--- src/rtl/piso_arb_if.sv ---
// Handshake and serial-lane bundle for piso_arb_ctrl.
// master: the requester / lane-consumer side; slave: the controller side.
interface piso_arb_if #(
  parameter int WIDTH = 5
);
  logic             req0_valid;
  logic [WIDTH-1:0] req0_data;
  logic             req0_ready;
  logic             req1_valid;
  logic [WIDTH-1:0] req1_data;
  logic             req1_ready;
  logic             sout;
  logic             sout_valid;
  logic             sout_first;
  logic             sout_last;
  logic             sout_src;
  logic             busy;

  modport master (
    output req0_valid, req0_data, req1_valid, req1_data,
    input  req0_ready, req1_ready,
    input  sout, sout_valid, sout_first, sout_last, sout_src, busy
  );

  modport slave (
    input  req0_valid, req0_data, req1_valid, req1_data,
    output req0_ready, req1_ready,
    output sout, sout_valid, sout_first, sout_last, sout_src, busy
  );
endinterface

--- src/rtl/piso_arb_ctrl.sv ---
// Two-requester round-robin arbiter feeding one MSB-first PISO serial lane.
// Each granted word is loaded into the shift register and streamed out with
// first/last markers; a new word may be accepted on the final bit of a frame
// so consecutive frames run with no idle cycle.
// Optional feature: define PISO_PARITY_EN to append one even-parity bit per
// frame (sout_last then marks the parity bit, and the accept window moves to it).
module piso_arb_ctrl #(
  parameter int WIDTH = 5
) (
  input  logic      clk,
  input  logic      rst_n,
  piso_arb_if.slave bus
);

  localparam int CNT_W = $clog2(WIDTH);
  localparam logic [CNT_W-1:0] CNT_LAST = CNT_W'(WIDTH - 1);
`ifndef PISO_PARITY_EN
  localparam logic [CNT_W-1:0] CNT_PENULT = CNT_W'(WIDTH - 2);
`endif

`ifdef PISO_PARITY_EN
  typedef enum logic [1:0] {IDLE, SHIFT, PARITY} state_t;
`else
  typedef enum logic [1:0] {IDLE, SHIFT} state_t;
`endif

  // Even parity over a full data word.
  function automatic logic even_parity(input logic [WIDTH-1:0] w);
    return ^w;
  endfunction

  state_t             state_q, state_d;
  logic [CNT_W-1:0]   cnt_q, cnt_d;
  logic               last_srv_q, last_srv_d;
  logic               sout_q, sout_d;
  logic               vld_q, vld_d;
  logic               first_q, first_d;
  logic               last_q, last_d;
  logic               src_q, src_d;
  logic signed [WIDTH-1:0] shreg_q, shreg_d;
`ifdef PISO_PARITY_EN
  logic               par_q, par_d;
`endif

  logic               accept_win;
  logic               gnt_any;
  logic               gnt_idx;
  logic               xfer;
  logic [WIDTH-1:0]   gnt_data;

  // Grant and accept window: purely combinational from valids and pointer.
  always_comb begin
`ifdef PISO_PARITY_EN
    accept_win = (state_q == IDLE) || (state_q == PARITY);
`else
    accept_win = (state_q == IDLE) || ((state_q == SHIFT) && (cnt_q == CNT_LAST));
`endif
    gnt_any  = bus.req0_valid | bus.req1_valid;
    // On a tie the requester that was not served last wins.
    gnt_idx  = (bus.req0_valid && bus.req1_valid) ? ~last_srv_q : bus.req1_valid;
    xfer     = accept_win && gnt_any;
    gnt_data = gnt_idx ? bus.req1_data : bus.req0_data;
  end

  assign bus.req0_ready = xfer && !gnt_idx;
  assign bus.req1_ready = xfer &&  gnt_idx;

  // Next-state and next-output logic for the load/shift sequencer.
  always_comb begin
    state_d    = state_q;
    cnt_d      = cnt_q;
    last_srv_d = last_srv_q;
    sout_d     = sout_q;
    vld_d      = vld_q;
    first_d    = first_q;
    last_d     = last_q;
    src_d      = src_q;
    shreg_d    = shreg_q;
`ifdef PISO_PARITY_EN
    par_d      = par_q;
`endif
    if (xfer) begin
      // Load: the MSB goes straight to sout, the rest waits in the register.
      state_d    = SHIFT;
      cnt_d      = '0;
      last_srv_d = gnt_idx;
      src_d      = gnt_idx;
      sout_d     = gnt_data[WIDTH-1];
      shreg_d    = {gnt_data[WIDTH-2:0], 1'b0};
      vld_d      = 1'b1;
      first_d    = 1'b1;
      last_d     = 1'b0;
`ifdef PISO_PARITY_EN
      par_d      = even_parity(gnt_data);
`endif
    end else begin
      case (state_q)
        IDLE: begin
          sout_d  = 1'b0;
          vld_d   = 1'b0;
          first_d = 1'b0;
          last_d  = 1'b0;
        end
        SHIFT: begin
          if (cnt_q == CNT_LAST) begin
`ifdef PISO_PARITY_EN
            state_d = PARITY;
            sout_d  = par_q;
            vld_d   = 1'b1;
            first_d = 1'b0;
            last_d  = 1'b1;
`else
            state_d = IDLE;
            sout_d  = 1'b0;
            vld_d   = 1'b0;
            first_d = 1'b0;
            last_d  = 1'b0;
`endif
          end else begin
            cnt_d   = cnt_q + CNT_W'(1);
            sout_d  = shreg_q[WIDTH-1];
            shreg_d = {shreg_q[WIDTH-2:0], 1'b0};
            vld_d   = 1'b1;
            first_d = 1'b0;
`ifdef PISO_PARITY_EN
            last_d  = 1'b0;
`else
            last_d  = (cnt_q == CNT_PENULT);
`endif
          end
        end
`ifdef PISO_PARITY_EN
        PARITY: begin
          state_d = IDLE;
          sout_d  = 1'b0;
          vld_d   = 1'b0;
          first_d = 1'b0;
          last_d  = 1'b0;
        end
`endif
        default: begin
          state_d = IDLE;
          sout_d  = 1'b0;
          vld_d   = 1'b0;
          first_d = 1'b0;
          last_d  = 1'b0;
        end
      endcase
    end
  end

  // Control and output registers; reset aborts any frame in flight.
  always_ff @(posedge clk or negedge rst_n) begin
    if (!rst_n) begin
      state_q    <= IDLE;
      cnt_q      <= '0;
      last_srv_q <= 1'b1;
      sout_q     <= 1'b0;
      vld_q      <= 1'b0;
      first_q    <= 1'b0;
      last_q     <= 1'b0;
      src_q      <= 1'b0;
    end else begin
      state_q    <= state_d;
      cnt_q      <= cnt_d;
      last_srv_q <= last_srv_d;
      sout_q     <= sout_d;
      vld_q      <= vld_d;
      first_q    <= first_d;
      last_q     <= last_d;
      src_q      <= src_d;
    end
  end

  // Datapath registers; their contents are ignored outside SHIFT/PARITY.
  always_ff @(posedge clk) begin
    shreg_q <= shreg_d;
`ifdef PISO_PARITY_EN
    par_q   <= par_d;
`endif
  end

  assign bus.sout       = sout_q;
  assign bus.sout_valid = vld_q;
  assign bus.sout_first = first_q;
  assign bus.sout_last  = last_q;
  assign bus.sout_src   = src_q;
  assign bus.busy       = vld_q;

endmodule

--- src/flat_wrapper.sv ---
// flat-port wrapper written by rule: the top's interface ports become plain ports
module piso_arb_ctrl_flat 
#(
  parameter int WIDTH = 5
)
  (clk, rst_n, bus_req0_valid, bus_req0_data, bus_req1_valid, bus_req1_data, bus_req0_ready, bus_req1_ready, bus_sout, bus_sout_valid, bus_sout_first, bus_sout_last, bus_sout_src, bus_busy);
  piso_arb_if #(.WIDTH(WIDTH)) bus_i ();
  input  logic clk;
  input  logic rst_n;
  input wire logic [$bits(bus_i.req0_valid)-1:0] bus_req0_valid;
  input wire logic [$bits(bus_i.req0_data)-1:0] bus_req0_data;
  input wire logic [$bits(bus_i.req1_valid)-1:0] bus_req1_valid;
  input wire logic [$bits(bus_i.req1_data)-1:0] bus_req1_data;
  output wire logic [$bits(bus_i.req0_ready)-1:0] bus_req0_ready;
  output wire logic [$bits(bus_i.req1_ready)-1:0] bus_req1_ready;
  output wire logic [$bits(bus_i.sout)-1:0] bus_sout;
  output wire logic [$bits(bus_i.sout_valid)-1:0] bus_sout_valid;
  output wire logic [$bits(bus_i.sout_first)-1:0] bus_sout_first;
  output wire logic [$bits(bus_i.sout_last)-1:0] bus_sout_last;
  output wire logic [$bits(bus_i.sout_src)-1:0] bus_sout_src;
  output wire logic [$bits(bus_i.busy)-1:0] bus_busy;
  assign bus_i.req0_valid = bus_req0_valid;
  assign bus_i.req0_data = bus_req0_data;
  assign bus_i.req1_valid = bus_req1_valid;
  assign bus_i.req1_data = bus_req1_data;
  assign bus_req0_ready = bus_i.req0_ready;
  assign bus_req1_ready = bus_i.req1_ready;
  assign bus_sout = bus_i.sout;
  assign bus_sout_valid = bus_i.sout_valid;
  assign bus_sout_first = bus_i.sout_first;
  assign bus_sout_last = bus_i.sout_last;
  assign bus_sout_src = bus_i.sout_src;
  assign bus_busy = bus_i.busy;
  piso_arb_ctrl #(.WIDTH(WIDTH)) u_core (.clk(clk), .rst_n(rst_n), .bus(bus_i));
endmodule
--- config.mk ---
export PLATFORM = sky130hd
export DESIGN_NAME = piso_arb_ctrl_flat
export DESIGN_NICKNAME = d
export VERILOG_FILES = /design/src/rtl/piso_arb_if.sv /design/src/rtl/piso_arb_ctrl.sv /design/src/flat_wrapper.sv
export SDC_FILE = /design/constraint.sdc
export NUM_CORES = 1
export LEC_CHECK = 0
export CORE_MARGIN = 1.5
export CORE_UTILIZATION = 30
export DETAILED_ROUTE_END_ITERATION = 10
export PLACE_DENSITY_LB_ADDON = 0.25
export SYNTH_ARGS = -nofsm -noshare
export SYNTH_HDL_FRONTEND = slang
export SYNTH_SLANG_ARGS = --single-unit
export TNS_END_PERCENT = 20
--- constraint.sdc ---
create_clock -name clk -period 2.3 [get_ports clk]
set_input_delay 0.46 -clock clk [delete_from_list [all_inputs] [get_ports clk]]
set_output_delay 0.46 -clock clk [all_outputs]
set_load 0.02 [all_outputs]
# ---- Yosys cells after proc, flatten, opt, wreduce, memory -nomap -nowiden
# Index checks and enable logic that the tools add are counted.
dict set report word_totals {
  register_bits 15
  out_inout_bits 8
  word_cells 50
}
dict set report classes {
  muxes 21
  n_reduce_logical 11
  addsub 1
  bitwise_logic 2
  n_eq_ne 6
}
# op n
set op_table {}
lappend op_table {{$mux 5} 4}
lappend op_table {{$mux 1} 11}
lappend op_table {{$mux 3} 3}
lappend op_table {{$logic_and 1x1->1} 5}
lappend op_table {{$mux 2} 2}
lappend op_table {{$ne 2x1->1 const B} 2}
lappend op_table {{$pmux 2 s2} 1}
lappend op_table {{$reduce_and 2->1} 2}
lappend op_table {{$add 3x1->3 const B} 1}
lappend op_table {{$eq 3x2->1 const B} 1}
lappend op_table {{$eq 3x3->1 const B} 1}
lappend op_table {{$ne 3x2->1 const B} 1}
lappend op_table {{$eq 2x1->1 const B} 1}
lappend op_table {{$logic_not 2->1} 1}
lappend op_table {{$reduce_bool 2->1} 1}
lappend op_table {{$logic_not 1->1} 1}
lappend op_table {{$logic_or 1x1->1} 1}
lappend op_table {{$not 1->1} 1}
lappend op_table {{$or 1x1->1} 1}

# ---- Longest topological paths before layout
dict set report logic_depth {
  ltp_word 6
  mapped_depth 6
}

# ---- Worst setup path after synthesis
# Ideal clock, no wire load.
dict set report synth_timing {
  path_kind {flip-flop to flip-flop}
  start {register u_core.cnt_q[0]}
  end {register u_core.shreg_q[2] (data pin)}
  stages_incl_launch_ff 7
  period_less_slack_ns 1.681
  required_time_ns 2.039
  arrival_time_ns 1.421
  setup_slack_ns 0.619
  setup_time_ns 0.261
  path_cell_list {dfrtp_1 > inv_1 > ha_1 > a21bo_2 > and3_4 > buf_6 > a221o_1}
}
dict set report synth_via {
  elab_chain_cells 5
}
# element line
set synth_lines {}
lappend synth_lines {{start: declaration} piso_arb_ctrl.sv:33} ;# logic [CNT_W-1:0] cnt_q, cnt_d;
lappend synth_lines {{start signal: assignment} piso_arb_ctrl.sv:165} ;# cnt_q <= cnt_d;
lappend synth_lines {{$eq 3x3->1} piso_arb_ctrl.sv:56} ;# accept_win = (state_q == IDLE) || ((state_q == SHIFT) && (cnt_q == CNT_LAST));
lappend synth_lines {{$logic_and 1x1->1} piso_arb_ctrl.sv:56}
lappend synth_lines {{$logic_or 1x1->1} piso_arb_ctrl.sv:56}
lappend synth_lines {{$logic_and 1x1->1} piso_arb_ctrl.sv:61} ;# xfer = accept_win && gnt_any;
lappend synth_lines {{$mux 5} piso_arb_ctrl.sv:82} ;# if (xfer) begin
lappend synth_lines {{via u_core.shreg_d[2]} piso_arb_ctrl.sv:40} ;# logic signed [WIDTH-1:0] shreg_q, shreg_d;
lappend synth_lines {{end signal: assignment} piso_arb_ctrl.sv:177} ;# shreg_q <= shreg_d;
lappend synth_lines {{end: declaration} piso_arb_ctrl.sv:40}
# The timed path passes the listed nets, and every way through them passes these cells.
# A chain may end at the register's enable or synchronous reset.

# ---- Final worst setup path
dict set report layout_timing {
  start {register u_core.cnt_q[0]}
  end {output bus_req1_ready}
}
dict set report layout_via {
  elab_chain_cells 5
}
# element line
set layout_lines {}
lappend layout_lines {{$eq 3x3->1} piso_arb_ctrl.sv:56}
lappend layout_lines {{$logic_and 1x1->1} piso_arb_ctrl.sv:56}
lappend layout_lines {{$logic_or 1x1->1} piso_arb_ctrl.sv:56}
lappend layout_lines {{$logic_and 1x1->1} piso_arb_ctrl.sv:61}
lappend layout_lines {{$logic_and 1x1->1} piso_arb_ctrl.sv:66} ;# assign bus.req1_ready = xfer && gnt_idx;
lappend layout_lines {{end: declaration} flat_wrapper.sv:15} ;# output wire logic [$bits(bus_i.req1_ready)-1:0] bus_req1_ready;
# No other way between the ends.

==> impl_metrics.sql <==
INSERT INTO impl_metrics (metric_group, metric, value, unit) VALUES
('outcome', 'status', 'completed', ''),
('drt', 'drt_iter0_drcs', '10', ''),
('finish', 'final_nets', '100', ''),
('cts', 'insertion_delay', '280', 'ps'),
('sta', 'layout_min_cycle_time', '2110', 'ps'),
('drt', 'route.antenna.remaining_nets', '0', ''),
('min_path', 'hp-class', 'in -> async', ''),
('cts', 'post_cts_resize_count', '2', ''),
('sta', 'worstMarginPinSlew', '604', 'ps'),
('floorplan', 'dieHeight', '50.1', 'µm'),
('setup_path', 'reg2reg_depth', '6', ''),
('logic_synthesis', 'synth_largest_type_area_fraction', '33.8', '%'),
('drt', 'detail_route.wl_per_cell', '12.3', 'µm'),
('cts', 'h-tree-depth', '1', ''),
('sta', 'fmaxAchievable', '475', 'MHz'),
('cts', 'clk_pin_slew_worst_paths', '80', 'ps'),
('logic_synthesis', 'synthAdderAreaFrac', '5.64', '%'),
('cts', 'postCtsSetupBuffers', '0', ''),
('power_and_ir_drop', 'pwr_density_cell', '1090', 'nW/µm²'),
('placed_design', 'place.port_buffers', '21', ''),
('grt', 'grt-ovfl-total', '0', ''),
('floorplan', 'die_w', '50.1', 'µm'),
('cts', 'cts_tree', 'yes', ''),
('logic_synthesis', 'netlist_area', '666', 'µm²'),
('setup_path', 'timing.critical_path.from_type', 'register', ''),
('finish', 'flow.area_growth_from_synthesis', '41.9', '%'),
('drt', 'route.detailed.drc', '0', ''),
('sta', 'clock_skew', '0.895', 'ps'),
('sta', 'final-hold-violation-count', '0', ''),
('drt', 'totalWireLength', '1340', 'µm'),
('sta', 'slew-limit-headroom', '59.6', '%'),
('cts', 'cts-root-to-sink-buffers', '2', ''),
('drt', 'route.met3.wl', '55', 'µm'),
('grt', 'grt_pass1_vias', '541', ''),
('cts', 'cts_inserted_buffers', '3', ''),
('logic_synthesis', 'netlist.top_cell.by_area', 'dfrtp_1', ''),
('logic_synthesis', 'synthDistinctLibCells', '26', ''),
('logic_synthesis', 'syn_avg_cell_area', '11.7', 'µm²'),
('logic_synthesis', 'synthXorXnorAreaFrac', '0', '%'),
('logic_synthesis', 'synth_top_family_by_area', 'compound AO/OA/AOI/OAI gates', ''),
('finish', 'postLayoutCoreUtil', '46.7', '%'),
('logic_synthesis', 'yosysSeqAreaShare', '55.8', '%'),
('power_and_ir_drop', 'cellLeakagePower', '0.418', 'nW'),
('setup_path', 'timing_worst_setup_path_type', 'reg -> out', ''),
('logic_synthesis', 'mappedNetlistNets', '74', ''),
('setup_path', 'worst_r2r_startpoint', 'u_core.cnt_q[0]', ''),
('cts', 'postCtsHoldBufs', '0', ''),
('floorplan', 'boundaryPins', '22', ''),
('sta', 'whs', '489', 'ps'),
('sta', 'final_number_of_setup_violating_endpoints', '0', ''),
('drt', 'drt-met1-wl', '618', 'µm'),
('setup_path', 'required', '1840', 'ps'),
('grt', 'number_of_antenna_violations_at_the_first_check_in_global_routing', '0', ''),
('logic_synthesis', 'synth.area.top_cells', 'dfrtp_1, edfxtp_1, a221o_1, ha_1, dfstp_2', ''),
('cts', 'cts_sinks', '14', ''),
('setup_path', 'critPathArrivalTime', '1650', 'ps'),
('drt', 'detailroute.wirelength.met2', '621', 'µm'),
('logic_synthesis', 'post_syn_instances', '57', ''),
('floorplan', 'floorplan.rows', '16', ''),
('logic_synthesis', 'ys_ff_latch', '14', ''),
('floorplan', 'start_util', '32.9', '%'),
('grt', 'globalRouteTotalUtil', '12.9', '%'),
('sta', 'setup_total_negative_slack', '0', 'ps'),
('logic_synthesis', 'synthMuxAreaShare', '0', '%'),
('setup_path', 'reg2reg_end', 'u_core.shreg_q[2]', ''),
('logic_synthesis', 'synth_simple_gate_area_share', '13.2', '%'),
('logic_synthesis', 'synth-compound-area-share', '19.4', '%'),
('placed_design', 'hpwl', '1030', 'µm'),
('drt', 'vias', '513', ''),
('floorplan', 'core', '2020', 'µm²'),
('sta', 'final_min_period_over_clock_period', '91.6', '%');
## worst max-delay path: stages, from the launching register on
cell,delay (ps)
dfrtp_1,360
inv_1,70
ha_1,210
a21bo_2,230
and3_1,180
dlygate4sd2_1,320
## cell usage after synthesis
master    number
nand2b_1       1
a21boi_0       1
o21a_1         3
and3_1         1
a21boi_1       1
and2_1         1
a221o_1        4
ha_1           3
nor2_1         2
buf_4          1
inv_1          3
buf_6          1
nand2_1        7
o21ai_1        2
and4_1         1
edfxtp_1       4
buf_2          2
o221a_1        1
a21bo_2        1
a21oi_1        1
and3_4         1
a31oi_1        1
nand3_1        3
dfstp_2        1
dfrtp_1        9
a22o_1         1
## cell type report
type	instances	area [µm²]
Clock buffer	4	36.3
Fill cell	194	1080
Inverter	3	11.3
Multi-Input combinational cell	36	254
Sequential cell	14	372
Tap cell	27	33.8
Timing Repair Buffer	25	238
## power by group
part	total (mW)	switching, mW	internal (mW)
sequential	0.419	0.0513	0.368
clock	0.176	0.0802	0.0963
combinational	0.432	0.212	0.220
total	1.03	0.343	0.684
## stage by stage
step	instances	cell area, µm²	setup slack (ps)
6_report	109	945	193
4_1_cts	109	945	163
2_1_floorplan	57	666	619
3_3_place_gp	105	911	-23.2
5_1_grt	109	945	84.1
3_5_place_dp	105	911	-24.2
## logic make-up (layout without fill, tap and decap cells)
| family | after synthesis | count (layout) |
|---|---|---|
| compound gates | 16 | 16 |
| fa+ha+maj | 3 | 3 |
| simple gates | 17 | 17 |
| buf+inv | 7 | 32 |
| flops | 14 | 14 |
## routing by layer
layer | vias to the layer above | global-route usage [%]
met5 | - | 0
met4 | 0 | 11.1
met3 | 4 | 2.12
met2 | 16 | 20.2
met1 | 239 | 15.1
li1 | 254 | -
## state kept, by name, summed over array words and instances, names as in the netlist
name / cells
u_core.bus.sout_last: 1
u_core.cnt_q: 3
u_core.shreg_q: 4
u_core.last_srv_q: 1
u_core.bus.sout_src: 1
u_core.bus.sout_first: 1
u_core.bus.sout: 1
u_core.state_q: 1
u_core.bus.busy: 1
## worst min path at each step
stage	endpoint
global placement	u_core.bus.sout
detailed placement	u_core.bus.sout
CTS	u_core.bus.busy
floorplan	u_core.bus.busy
global route	u_core.bus.sout_last
finish	u_core.bus.busy
Note: power is estimated with default switching activity, not from simulation.
